`config.mk`:
```
export PLATFORM = sky130hd
export DESIGN_NAME = risc_v_multi_cycle_core
export DESIGN_NICKNAME = d
export VERILOG_FILES = /design/src/rtl/risc_v_multi_cycle_core.sv
export SDC_FILE = /design/constraint.sdc
export NUM_CORES = 2
export LEC_CHECK = 0
export CAP_MARGIN = 20
export CORE_ASPECT_RATIO = 1.5
export CORE_MARGIN = 2
export CORE_UTILIZATION = 53
export CTS_CLUSTER_SIZE = 12
export DETAILED_ROUTE_END_ITERATION = 8
export GPL_ROUTABILITY_DRIVEN = 0
export GPL_TIMING_DRIVEN = 0
export PLACE_DENSITY = 0.84
export SYNTH_ARGS = -nofsm -noshare
export SYNTH_HDL_FRONTEND = slang
export SYNTH_SLANG_ARGS = --single-unit
```
`constraint.sdc`:
```
create_clock -name clk -period 3.8 [get_ports clk]
set_clock_uncertainty 0.1 [all_clocks]
set_input_delay 0.38 -clock clk [delete_from_list [all_inputs] [get_ports clk]]
set_output_delay 0.38 -clock clk [all_outputs]
set_load 0.01 [all_outputs]
```
`src/rtl/risc_v_multi_cycle_core.sv`:
```
// risc_v_multi_cycle_core: multi-cycle RV32I/RV32E core on a single shared req/ack memory port.
// Latency: branch 3, alu/lui/jal/sw 4, lw 5 cycles with zero-wait memory; +1 per ack wait cycle.
// Backpressure: mem_req_o with its address/we/wdata is held steady until mem_ack_i is sampled.
`timescale 1ns/1ps
module risc_v_multi_cycle_core #(
  parameter logic [31:0] RESET_PC = 32'h0000_0000,
  parameter int          NUM_REGS = 32,
  parameter int          ADDR_W   = 32,
  parameter int          CNT_W    = 32
) (
  input  logic              clk,
  input  logic              reset,
  output logic              mem_req_o,
  output logic              mem_we_o,
  output logic [ADDR_W-1:0] mem_addr_o,
  output logic [31:0]       mem_wdata_o,
  input  logic [31:0]       mem_rdata_i,
  input  logic              mem_ack_i,
  output logic [31:0]       pc_o,
  output logic [2:0]        state_o,
  output logic              trap_o,
  output logic [CNT_W-1:0]  instret_o,
  input  logic [4:0]        dbg_sel_i,
  output logic [31:0]       dbg_data_o
);

  localparam int         RW   = $clog2(NUM_REGS);
  localparam logic [5:0] NREG = 6'(NUM_REGS);

  typedef enum logic [2:0] {
    S_FETCH   = 3'd0,
    S_DECODE  = 3'd1,
    S_EXECUTE = 3'd2,
    S_MEM     = 3'd3,
    S_WB      = 3'd4,
    S_TRAP    = 3'd7
  } state_t;

  typedef enum logic [3:0] {
    OP_ADD, OP_SUB, OP_AND, OP_OR, OP_SLT,
    OP_ADDI, OP_ANDI, OP_ORI, OP_LUI,
    OP_LW, OP_SW, OP_BEQ, OP_BNE, OP_JAL
  } op_t;

  state_t             state;
  op_t                op;
  logic [31:0]        pc;
  logic [31:0]        ir;
  logic [31:0]        a;
  logic [31:0]        b;
  logic [31:0]        imm;
  logic [31:0]        alu_out;
  logic [31:0]        mdr;
  logic [4:0]         rd;
  logic [CNT_W-1:0]   instret;
  logic               trap;
  logic               mem_req;
  logic               mem_we;
  logic [ADDR_W-1:0]  mem_addr;
  logic [31:0]        mem_wdata;
  logic [31:0]        regs [NUM_REGS];

  // instruction fields
  logic [6:0]  opcode;
  logic [2:0]  funct3;
  logic [6:0]  funct7;
  logic [4:0]  rs1;
  logic [4:0]  rs2;
  logic [4:0]  rd_f;
  logic [31:0] imm_i;
  logic [31:0] imm_s;
  logic [31:0] imm_b;
  logic [31:0] imm_u;
  logic [31:0] imm_j;

  assign opcode = ir[6:0];
  assign funct3 = ir[14:12];
  assign funct7 = ir[31:25];
  assign rs1    = ir[19:15];
  assign rs2    = ir[24:20];
  assign rd_f   = ir[11:7];
  assign imm_i  = {{20{ir[31]}}, ir[31:20]};
  assign imm_s  = {{20{ir[31]}}, ir[31:25], ir[11:7]};
  assign imm_b  = {{19{ir[31]}}, ir[31], ir[7], ir[30:25], ir[11:8], 1'b0};
  assign imm_u  = {ir[31:12], 12'b0};
  assign imm_j  = {{11{ir[31]}}, ir[31], ir[19:12], ir[20], ir[30:21], 1'b0};

  // register reads; x0 and indices beyond the implemented file read as zero
  logic [31:0] rs1_val;
  logic [31:0] rs2_val;
  assign rs1_val    = (rs1 == 5'd0 || {1'b0, rs1} >= NREG) ? 32'd0 : regs[rs1[RW-1:0]];
  assign rs2_val    = (rs2 == 5'd0 || {1'b0, rs2} >= NREG) ? 32'd0 : regs[rs2[RW-1:0]];
  assign dbg_data_o = (dbg_sel_i == 5'd0 || {1'b0, dbg_sel_i} >= NREG) ? 32'd0
                                                                      : regs[dbg_sel_i[RW-1:0]];

  op_t         dec_op;
  logic        dec_ok;
  logic [31:0] dec_imm;
  logic        use_rs1;
  logic        use_rs2;
  logic        use_rd;
  logic        reg_bad;

  // decode the fetched word into an operation, its immediate and the register fields it uses
  always_comb begin
    dec_op  = OP_ADD;
    dec_ok  = 1'b0;
    dec_imm = imm_i;
    use_rs1 = 1'b0;
    use_rs2 = 1'b0;
    use_rd  = 1'b0;
    case (opcode)
      7'b0110011: begin
        use_rs1 = 1'b1;
        use_rs2 = 1'b1;
        use_rd  = 1'b1;
        if (funct7 == 7'b0000000 && funct3 == 3'b000) begin
          dec_op = OP_ADD; dec_ok = 1'b1;
        end else if (funct7 == 7'b0100000 && funct3 == 3'b000) begin
          dec_op = OP_SUB; dec_ok = 1'b1;
        end else if (funct7 == 7'b0000000 && funct3 == 3'b111) begin
          dec_op = OP_AND; dec_ok = 1'b1;
        end else if (funct7 == 7'b0000000 && funct3 == 3'b110) begin
          dec_op = OP_OR; dec_ok = 1'b1;
        end else if (funct7 == 7'b0000000 && funct3 == 3'b010) begin
          dec_op = OP_SLT; dec_ok = 1'b1;
        end
      end
      7'b0010011: begin
        use_rs1 = 1'b1;
        use_rd  = 1'b1;
        case (funct3)
          3'b000:  begin dec_op = OP_ADDI; dec_ok = 1'b1; end
          3'b111:  begin dec_op = OP_ANDI; dec_ok = 1'b1; end
          3'b110:  begin dec_op = OP_ORI;  dec_ok = 1'b1; end
          default: dec_ok = 1'b0;
        endcase
      end
      7'b0110111: begin
        use_rd  = 1'b1;
        dec_op  = OP_LUI;
        dec_imm = imm_u;
        dec_ok  = 1'b1;
      end
      7'b0000011: begin
        use_rs1 = 1'b1;
        use_rd  = 1'b1;
        dec_op  = OP_LW;
        dec_ok  = (funct3 == 3'b010);
      end
      7'b0100011: begin
        use_rs1 = 1'b1;
        use_rs2 = 1'b1;
        dec_op  = OP_SW;
        dec_imm = imm_s;
        dec_ok  = (funct3 == 3'b010);
      end
      7'b1100011: begin
        use_rs1 = 1'b1;
        use_rs2 = 1'b1;
        dec_imm = imm_b;
        if (funct3 == 3'b000) begin
          dec_op = OP_BEQ; dec_ok = 1'b1;
        end else if (funct3 == 3'b001) begin
          dec_op = OP_BNE; dec_ok = 1'b1;
        end
      end
      7'b1101111: begin
        use_rd  = 1'b1;
        dec_op  = OP_JAL;
        dec_imm = imm_j;
        dec_ok  = 1'b1;
      end
      default: dec_ok = 1'b0;
    endcase
    reg_bad = (use_rs1 && {1'b0, rs1}  >= NREG) ||
              (use_rs2 && {1'b0, rs2}  >= NREG) ||
              (use_rd  && {1'b0, rd_f} >= NREG);
  end

  logic [31:0] alu_res;
  logic [31:0] pc_plus4;
  logic [31:0] pc_target;
  logic        br_taken;
  logic [31:0] br_next;
  logic [31:0] wb_next;

  // ALU and next-PC candidates computed from the latched operands
  always_comb begin
    alu_res = 32'd0;
    case (op)
      OP_ADD:       alu_res = a + b;
      OP_SUB:       alu_res = a - b;
      OP_AND:       alu_res = a & b;
      OP_OR:        alu_res = a | b;
      OP_SLT:       alu_res = ($signed(a) < $signed(b)) ? 32'd1 : 32'd0;
      OP_ADDI:      alu_res = a + imm;
      OP_ANDI:      alu_res = a & imm;
      OP_ORI:       alu_res = a | imm;
      OP_LUI:       alu_res = imm;
      OP_LW, OP_SW: alu_res = a + imm;
      OP_JAL:       alu_res = pc + 32'd4;
      default:      alu_res = 32'd0;
    endcase
    pc_plus4  = pc + 32'd4;
    pc_target = pc + imm;
    br_taken  = (op == OP_BEQ) ? (a == b) : (op == OP_BNE) ? (a != b) : 1'b0;
    br_next   = br_taken ? pc_target : pc_plus4;
    wb_next   = (op == OP_JAL) ? pc : pc_plus4;
  end

  // control FSM; memory outputs are registered and loaded on the transition into FETCH/MEM
  always_ff @(posedge clk) begin
    if (!reset) begin
      state     <= S_FETCH;
      op        <= OP_ADD;
      pc        <= RESET_PC;
      ir        <= 32'd0;
      a         <= 32'd0;
      b         <= 32'd0;
      imm       <= 32'd0;
      alu_out   <= 32'd0;
      mdr       <= 32'd0;
      rd        <= 5'd0;
      instret   <= '0;
      trap      <= 1'b0;
      mem_req   <= 1'b0;
      mem_we    <= 1'b0;
      mem_addr  <= '0;
      mem_wdata <= 32'd0;
      for (int i = 0; i < NUM_REGS; i++) regs[i] <= 32'd0;
    end else begin
      case (state)
        S_FETCH: begin
          if (!mem_req) begin
            // first fetch after reset: raise the request one cycle later
            mem_req  <= 1'b1;
            mem_we   <= 1'b0;
            mem_addr <= pc[ADDR_W-1:0];
          end else if (mem_ack_i) begin
            ir      <= mem_rdata_i;
            mem_req <= 1'b0;
            state   <= S_DECODE;
          end
        end
        S_DECODE: begin
          a   <= rs1_val;
          b   <= rs2_val;
          imm <= dec_imm;
          op  <= dec_op;
          rd  <= rd_f;
          if (!dec_ok || reg_bad) begin
            trap  <= 1'b1;
            state <= S_TRAP;
          end else begin
            state <= S_EXECUTE;
          end
        end
        S_EXECUTE: begin
          case (op)
            OP_LW, OP_SW: begin
              alu_out <= alu_res;
              if (alu_res[1:0] != 2'b00) begin
                trap  <= 1'b1;
                state <= S_TRAP;
              end else begin
                mem_req   <= 1'b1;
                mem_we    <= (op == OP_SW);
                mem_addr  <= alu_res[ADDR_W-1:0];
                mem_wdata <= b;
                state     <= S_MEM;
              end
            end
            OP_BEQ, OP_BNE: begin
              if (br_taken && pc_target[1]) begin
                trap  <= 1'b1;
                state <= S_TRAP;
              end else begin
                pc       <= br_next;
                mem_req  <= 1'b1;
                mem_we   <= 1'b0;
                mem_addr <= br_next[ADDR_W-1:0];
                instret  <= instret + {{(CNT_W-1){1'b0}}, 1'b1};
                state    <= S_FETCH;
              end
            end
            OP_JAL: begin
              if (pc_target[1]) begin
                trap  <= 1'b1;
                state <= S_TRAP;
              end else begin
                alu_out <= alu_res;
                pc      <= pc_target;
                state   <= S_WB;
              end
            end
            default: begin
              alu_out <= alu_res;
              state   <= S_WB;
            end
          endcase
        end
        S_MEM: begin
          if (mem_ack_i) begin
            if (op == OP_LW) begin
              mdr     <= mem_rdata_i;
              mem_req <= 1'b0;
              mem_we  <= 1'b0;
              state   <= S_WB;
            end else begin
              pc       <= pc_plus4;
              mem_req  <= 1'b1;
              mem_we   <= 1'b0;
              mem_addr <= pc_plus4[ADDR_W-1:0];
              instret  <= instret + {{(CNT_W-1){1'b0}}, 1'b1};
              state    <= S_FETCH;
            end
          end
        end
        S_WB: begin
          if (rd != 5'd0) regs[rd[RW-1:0]] <= (op == OP_LW) ? mdr : alu_out;
          pc       <= wb_next;
          mem_req  <= 1'b1;
          mem_we   <= 1'b0;
          mem_addr <= wb_next[ADDR_W-1:0];
          instret  <= instret + {{(CNT_W-1){1'b0}}, 1'b1};
          state    <= S_FETCH;
        end
        default: begin
          // TRAP: park with the bus idle until reset
          mem_req <= 1'b0;
          mem_we  <= 1'b0;
          trap    <= 1'b1;
        end
      endcase
    end
  end

  assign mem_req_o   = mem_req;
  assign mem_we_o    = mem_we;
  assign mem_addr_o  = mem_addr;
  assign mem_wdata_o = mem_wdata;
  assign pc_o        = pc;
  assign state_o     = state;
  assign trap_o      = trap;
  assign instret_o   = instret;

endmodule

```
==> results of run 1 <==
-- cells in the mapped netlist, drive strengths merged, types with 15 or more instances --
cell type	number	area, µm²
a211oi	40	310.3
a21o	41	315.3
a21oi	401	2011
a221oi	43	382.9
a22oi	21	157.7
a31oi	37	246.5
and2	26	162.6
and3	32	201.5
and4	17	148.9
buf	163	710.7
clkbuf	478	1794
dfxtp	345	6907
edfxtp	1024	30750
ha	104	1301
inv	62	232.7
mux2	36	405.4
mux2i	181	1815
mux4	960	21620
nand2	424	1594
nand2b	26	162.7
nand3	88	445.4
nand4	35	237.7
nor2	1450	5448
nor2b	21	131.4
nor3	45	261.5
nor3b	15	137.6
o211ai	21	157.7
o21a	16	120.1
o21ai	225	1134
or3	21	131.4
xnor2	76	665.6
xor2	52	455.4
-- timing repair --
item / CTS
pin swaps: 102
gates resized for setup: 492
hold buffers: 0
cloned: 4
setup buffers: 71
setup endpoints to repair: 1446
-- per-layer routing --
metal  GRT overflow  global-route usage (%)
met5             23                   54.10
met4            510                   71.21
met2            929                   87.95
met3            158                   68.19
met1            167                   70.02
-- logic make-up after synthesis --
| family | count (synthesis) | share of synthesized area, % |
|---|---|---|
| and+or+nand+nor | 2255 | 11.54 |
| DFF | 1369 | 45.62 |
| muxes | 1177 | 28.88 |
| AOI/OAI and AO/OA | 1003 | 7.590 |
| buffers and inverters | 704 | 3.321 |
| xor gates and xnor gates | 128 | 1.358 |
| adders and majority gates | 110 | 1.686 |
| other | 1 | 0.004543 |
-- through the flow --
| stage | worst slack [ps] | util [%] | area [µm²] | instances |
|---|---|---|---|---|
| 3_3_place_gp | -2470 | 56.41 | 87320 | 9037 |
| 4_1_cts | -444.1 | 61.53 | 95240 | 9378 |
| 3_5_place_dp | -2292 | 57.42 | 88890 | 9118 |
| 2_1_floorplan | 5.956 | - | 82740 | 6778 |
==> impl_metrics.py, run 1 <==
metrics = {
    "floorplanning": {
        "start_util_pct": 53.32,
        "ios": 206,
        "dieHeight_um": 487.3,
        "core.rowCount": 177,
        "die_w_um": 326.2,
    },
    "logic_synthesis": {
        "synthFlopType": "edfxtp_1",
        "synth_area_mm2": 0.08255,
        "avgSynthCellArea_um2": 12.23,
        "synth_edf_count": 1024,
        "yosys_warnings": 0,
        "synth.distinct_cells": 110,
        "synth-seq-area-share_pct": 45.62,
        "async_reset_ff_share_pct": 0,
        "netlist_instances": 6747,
        "synth-seq-cells": 1369,
    },
    "placed_design": {
        "detailed_place_hpwl_um": 283200,
        "io_buffers": 201,
    },
    "clock_network": {
        "htree_levels": 4,
        "clockBufferDepth": 3,
        "cts_buffers": 137,
        "cts.sinks": 1369,
        "clockRootBuffer": "clkbuf_16",
    },
    "outcome": {
        "firstError": "[ERROR GRT-0116] Global routing finished with congestion. Check the congestion regions in the DRC Viewer.",
        "haltStage": "global routing (5_1_grt)",
        "status": "did not finish",
    },
    "grt": {
        "track_usage_pct": 74.56,
        "grt_first_pass_wirelength_um": 827700,
        "grt_pass1_vias": 92000,
        "grt_max_degree": 42,
        "overflow": 1787,
    },
}
==> run 2, diff against run 1 <==
CORE_ASPECT_RATIO = unset   (was 1.5)
CORE_UTILIZATION = 38   (was 53)
CTS_CLUSTER_SIZE = unset   (was 12)
PLACE_DENSITY = unset   (was 0.84)
PLACE_DENSITY_LB_ADDON = 0.15   (was unset)
clock period = 4.9 ns   (was 3.8 ns; I/O delays follow)
==> run 2 against run 1 <==
The flow now finishes, with violations (negative setup slack). Synthesized cell count unchanged. Synthesized area unchanged.
==> impl_metrics.py, run 2 <==
metrics = {
    "layout": {
        "drive_gt1_share_pct": 21.88,
        "largest_register_ffs": 1024,
        "fin_nets": 7447,
        "layout_common_cells": "1443 x nor2_1, 1024 x edfxtp_1, 960 x mux4_2, 482 x clkbuf_1, 396 x a21oi_1",
        "regMostFlops": "regs",
        "fillCellCount": 19960,
        "area_growth_pct": 17.06,
        "final_common_cell": "nor2_1",
    },
    "grt": {
        "track_usage_pct": 34.63,
        "grt_pass1_vias": 65780,
        "grt_first_pass_wirelength_um": 528200,
        "antenna_found_initial": 23,
        "grt_max_degree": 42,
        "overflow": 0,
    },
    "detailed_routing": {
        "drcViolationCount": 0,
        "via_per_inst": 6.682,
        "first_iter_violations": 10560,
        "drtPass1Iterations": 7,
        "postRouteAntennaNets": 0,
        "vias": 68790,
        "drt-total-wl_um": 392900,
        "wl_per_cell_um": 38.16,
    },
    "logic_synthesis": {
        "synth-seq-cells": 1369,
        "synth_top_area_share_pct": 37.25,
        "yosys_warnings": 0,
        "synth_area_mm2": 0.08255,
        "synth_most_common_cell": "nor2_1",
        "async_reset_ff_share_pct": 0,
        "synth_top_cell_by_area": "edfxtp_1",
        "avgSynthCellArea_um2": 12.23,
        "synthTopCellsByCount": "1448 x nor2_1, 1024 x edfxtp_1, 960 x mux4_2, 478 x clkbuf_1, 423 x nand2_1",
        "netlist_instances": 6747,
        "synthFlopType": "edfxtp_1",
        "synth.distinct_cells": 110,
        "synth-seq-area-share_pct": 45.62,
        "synth_edf_count": 1024,
        "synth.area.top_cells": "edfxtp_1 37%, mux4_2 26%, dfxtp_1 8.4%, nor2_1 6.6%, a21oi_1 2.4%",
    },
    "critical_path": {
        "max_stage_delay_ps": 690,
        "crit_slowest_cell": "mux2i_1",
        "endpoint_kind": "output port",
        "cp_cell_sequence": "clkbuf_1, clkbuf_1, buf_8, clkbuf_2, mux4_2, mux4_2, mux2i_1, nor2_1, clkdlybuf4s50_1",
        "r2r_setup_slack_ps": -70,
        "startpoint": "dbg_sel_i[1]",
        "crit-reg2reg-capture": "regs[17][12]$_SDFFCE_PN0P_",
        "required_ps": 4310,
        "endpoint": "dbg_data_o[1]",
        "arrival_ps": 4400,
        "crit_fanout": 17,
        "path_class": "in -> out",
        "reg2reg_depth": 8,
        "timing.rr.start": "state_o[0]$_SDFFE_PN0P_",
        "cp-start-kind": "primary input",
    },
    "clock_network": {
        "clk_pin_slew_worst_paths_ps": 70,
        "clockBufferDepth": 3,
        "cts_buffers": 164,
        "htree_levels": 4,
        "clockRootBuffer": "clkbuf_16",
        "clock_latency_ps": 870,
        "cts_tree": "built",
        "cts.sinks": 1369,
    },
    "flow_run": {
        "max_cap_violations": 0,
    },
    "floorplanning": {
        "dieHeight_um": 470.1,
        "die_w_um": 470.1,
        "core.rowCount": 171,
        "ios": 206,
        "die-area_mm2": 0.2210,
        "core_area_mm2": 0.2165,
        "start_util_pct": 38.12,
    },
    "hold_path": {
        "hold_class": "in -> reg",
    },
    "power_and_ir_drop": {
        "vdd_drop_max_uv": 398.1,
        "power_leakage_uw": 0.03128,
        "power.density_mw_per_mm2": 380.0,
    },
    "outcome": {
        "status": "finished with violations",
        "failed_checks": "negative setup slack",
    },
    "placed_design": {
        "detailed_place_hpwl_um": 303000,
        "dp_slack_ps": -1768,
        "io_buffers": 201,
    },
    "sta": {
        "finalCritPeriodShare_pct": 101.9,
        "final_max_slew_viol_count": 0,
        "fin_ws_ps": -92.91,
        "hold_viol": 0,
        "setup_viol": 43,
        "max_clock_freq_mhz": 200.3,
        "whs_ps": 267.4,
        "tightest_slew_ps": 1391,
        "min_period_ps": 4993,
        "relSlewSlack_pct": 7.241,
    },
}
run 2: layer usage:
metal	vias up	global-route usage (%)	share of wire (%)
met5	-	0.02163	0.030
met4	18	21.62	7.6
met3	1373	11.52	13
met2	5468	54.67	46
met1	34900	40.76	34
li1	27040	-	-
run 2: area by class of cell:
type                       instances  area (µm²)  share of cell area (%)
antenna                            9       22.52                 0.02331
buffer                           638        2584                   2.674
clock buffer                     199        4370                   4.523
clock inverter                    99        1160                   1.200
inverter                          63       236.5                  0.2447
multi-input combinational       4705       42630                   44.12
sequential                      1369       37660                   38.97
tap                             2854        3571                   3.696
timing repair buffer             359        4389                   4.543
run 2: power by group:
| part | switching (µW) | internal, µW | total, µW |
|---|---|---|---|
| Combinational | 6350 | 3810 | 10200 |
| Clock | 5590 | 7260 | 12900 |
| Sequential | 672 | 13000 | 13700 |
| Total | 12600 | 24100 | 36700 |
run 2: repair_timing:
item,4_1_cts,5_1_grt
gates resized for setup,45,30
endpoints found under the setup margin,226,141
pin swaps,6,6
gates cloned,0,0
hold buffers,0,0
hold endpoints to repair,0,0
buffers inserted,6,3
run 2: metrics by stage:
step / utilization [%] / instance area (µm²) / setup TNS, ps / total power (µW) / cells
after global routing: 44.62 / 96610 / -14.65 / 37330 / 10290
after CTS: 44.36 / 96060 / 0 / 36160 / 10250
after global placement: 40.76 / 88240 / -1278760 / 23220 / 9833
after floorplan: - / 82660 / 0 / 19220 / 6778
final: 44.63 / 96630 / -1365 / 36710 / 10300
after detailed placement: 41.71 / 90310 / -88340 / 23480 / 9948
run 2: how the worst min path moves through the flow:
stage / from / to / slack [ps] / depth (start not counted)
floorplan: mdr[0]$_SDFFE_PN0P_ / mdr[0]$_SDFFE_PN0P_ / 340 / 2
global placement: mdr[13]$_SDFFE_PN0P_ / mdr[13]$_SDFFE_PN0P_ / 340 / 2
detailed placement: mdr[25]$_SDFFE_PN0P_ / mdr[25]$_SDFFE_PN0P_ / 350 / 2
CTS: mem_rdata_i[8] / mdr[8]$_SDFFE_PN0P_ / 230 / 3
global route: mem_rdata_i[3] / mdr[3]$_SDFFE_PN0P_ / 230 / 3
finish: mem_rdata_i[10] / mdr[10]$_SDFFE_PN0P_ / 270 / 3
run 2: logic make-up (layout without fill, tap and decap cells):
family | Yosys count | in the layout | share of synthesized area, %
other | 1 | 41 | 0.004543
DFF | 1369 | 1369 | 45.62
xor gates and xnor gates | 128 | 128 | 1.358
muxes | 1177 | 1177 | 28.88
buffers and inverters | 704 | 1358 | 3.321
and+or+nand+nor | 2255 | 2255 | 11.54
adders and majority gates | 110 | 110 | 1.686
AOI/OAI and AO/OA | 1003 | 1003 | 7.590
run 2: worst max-delay path: cells and delay by family:
family        cells  cell delay [ps]
simple gates      1               80
mux               3             1570
buf+inv           5             2240
(Power assumes the default switching activity.)
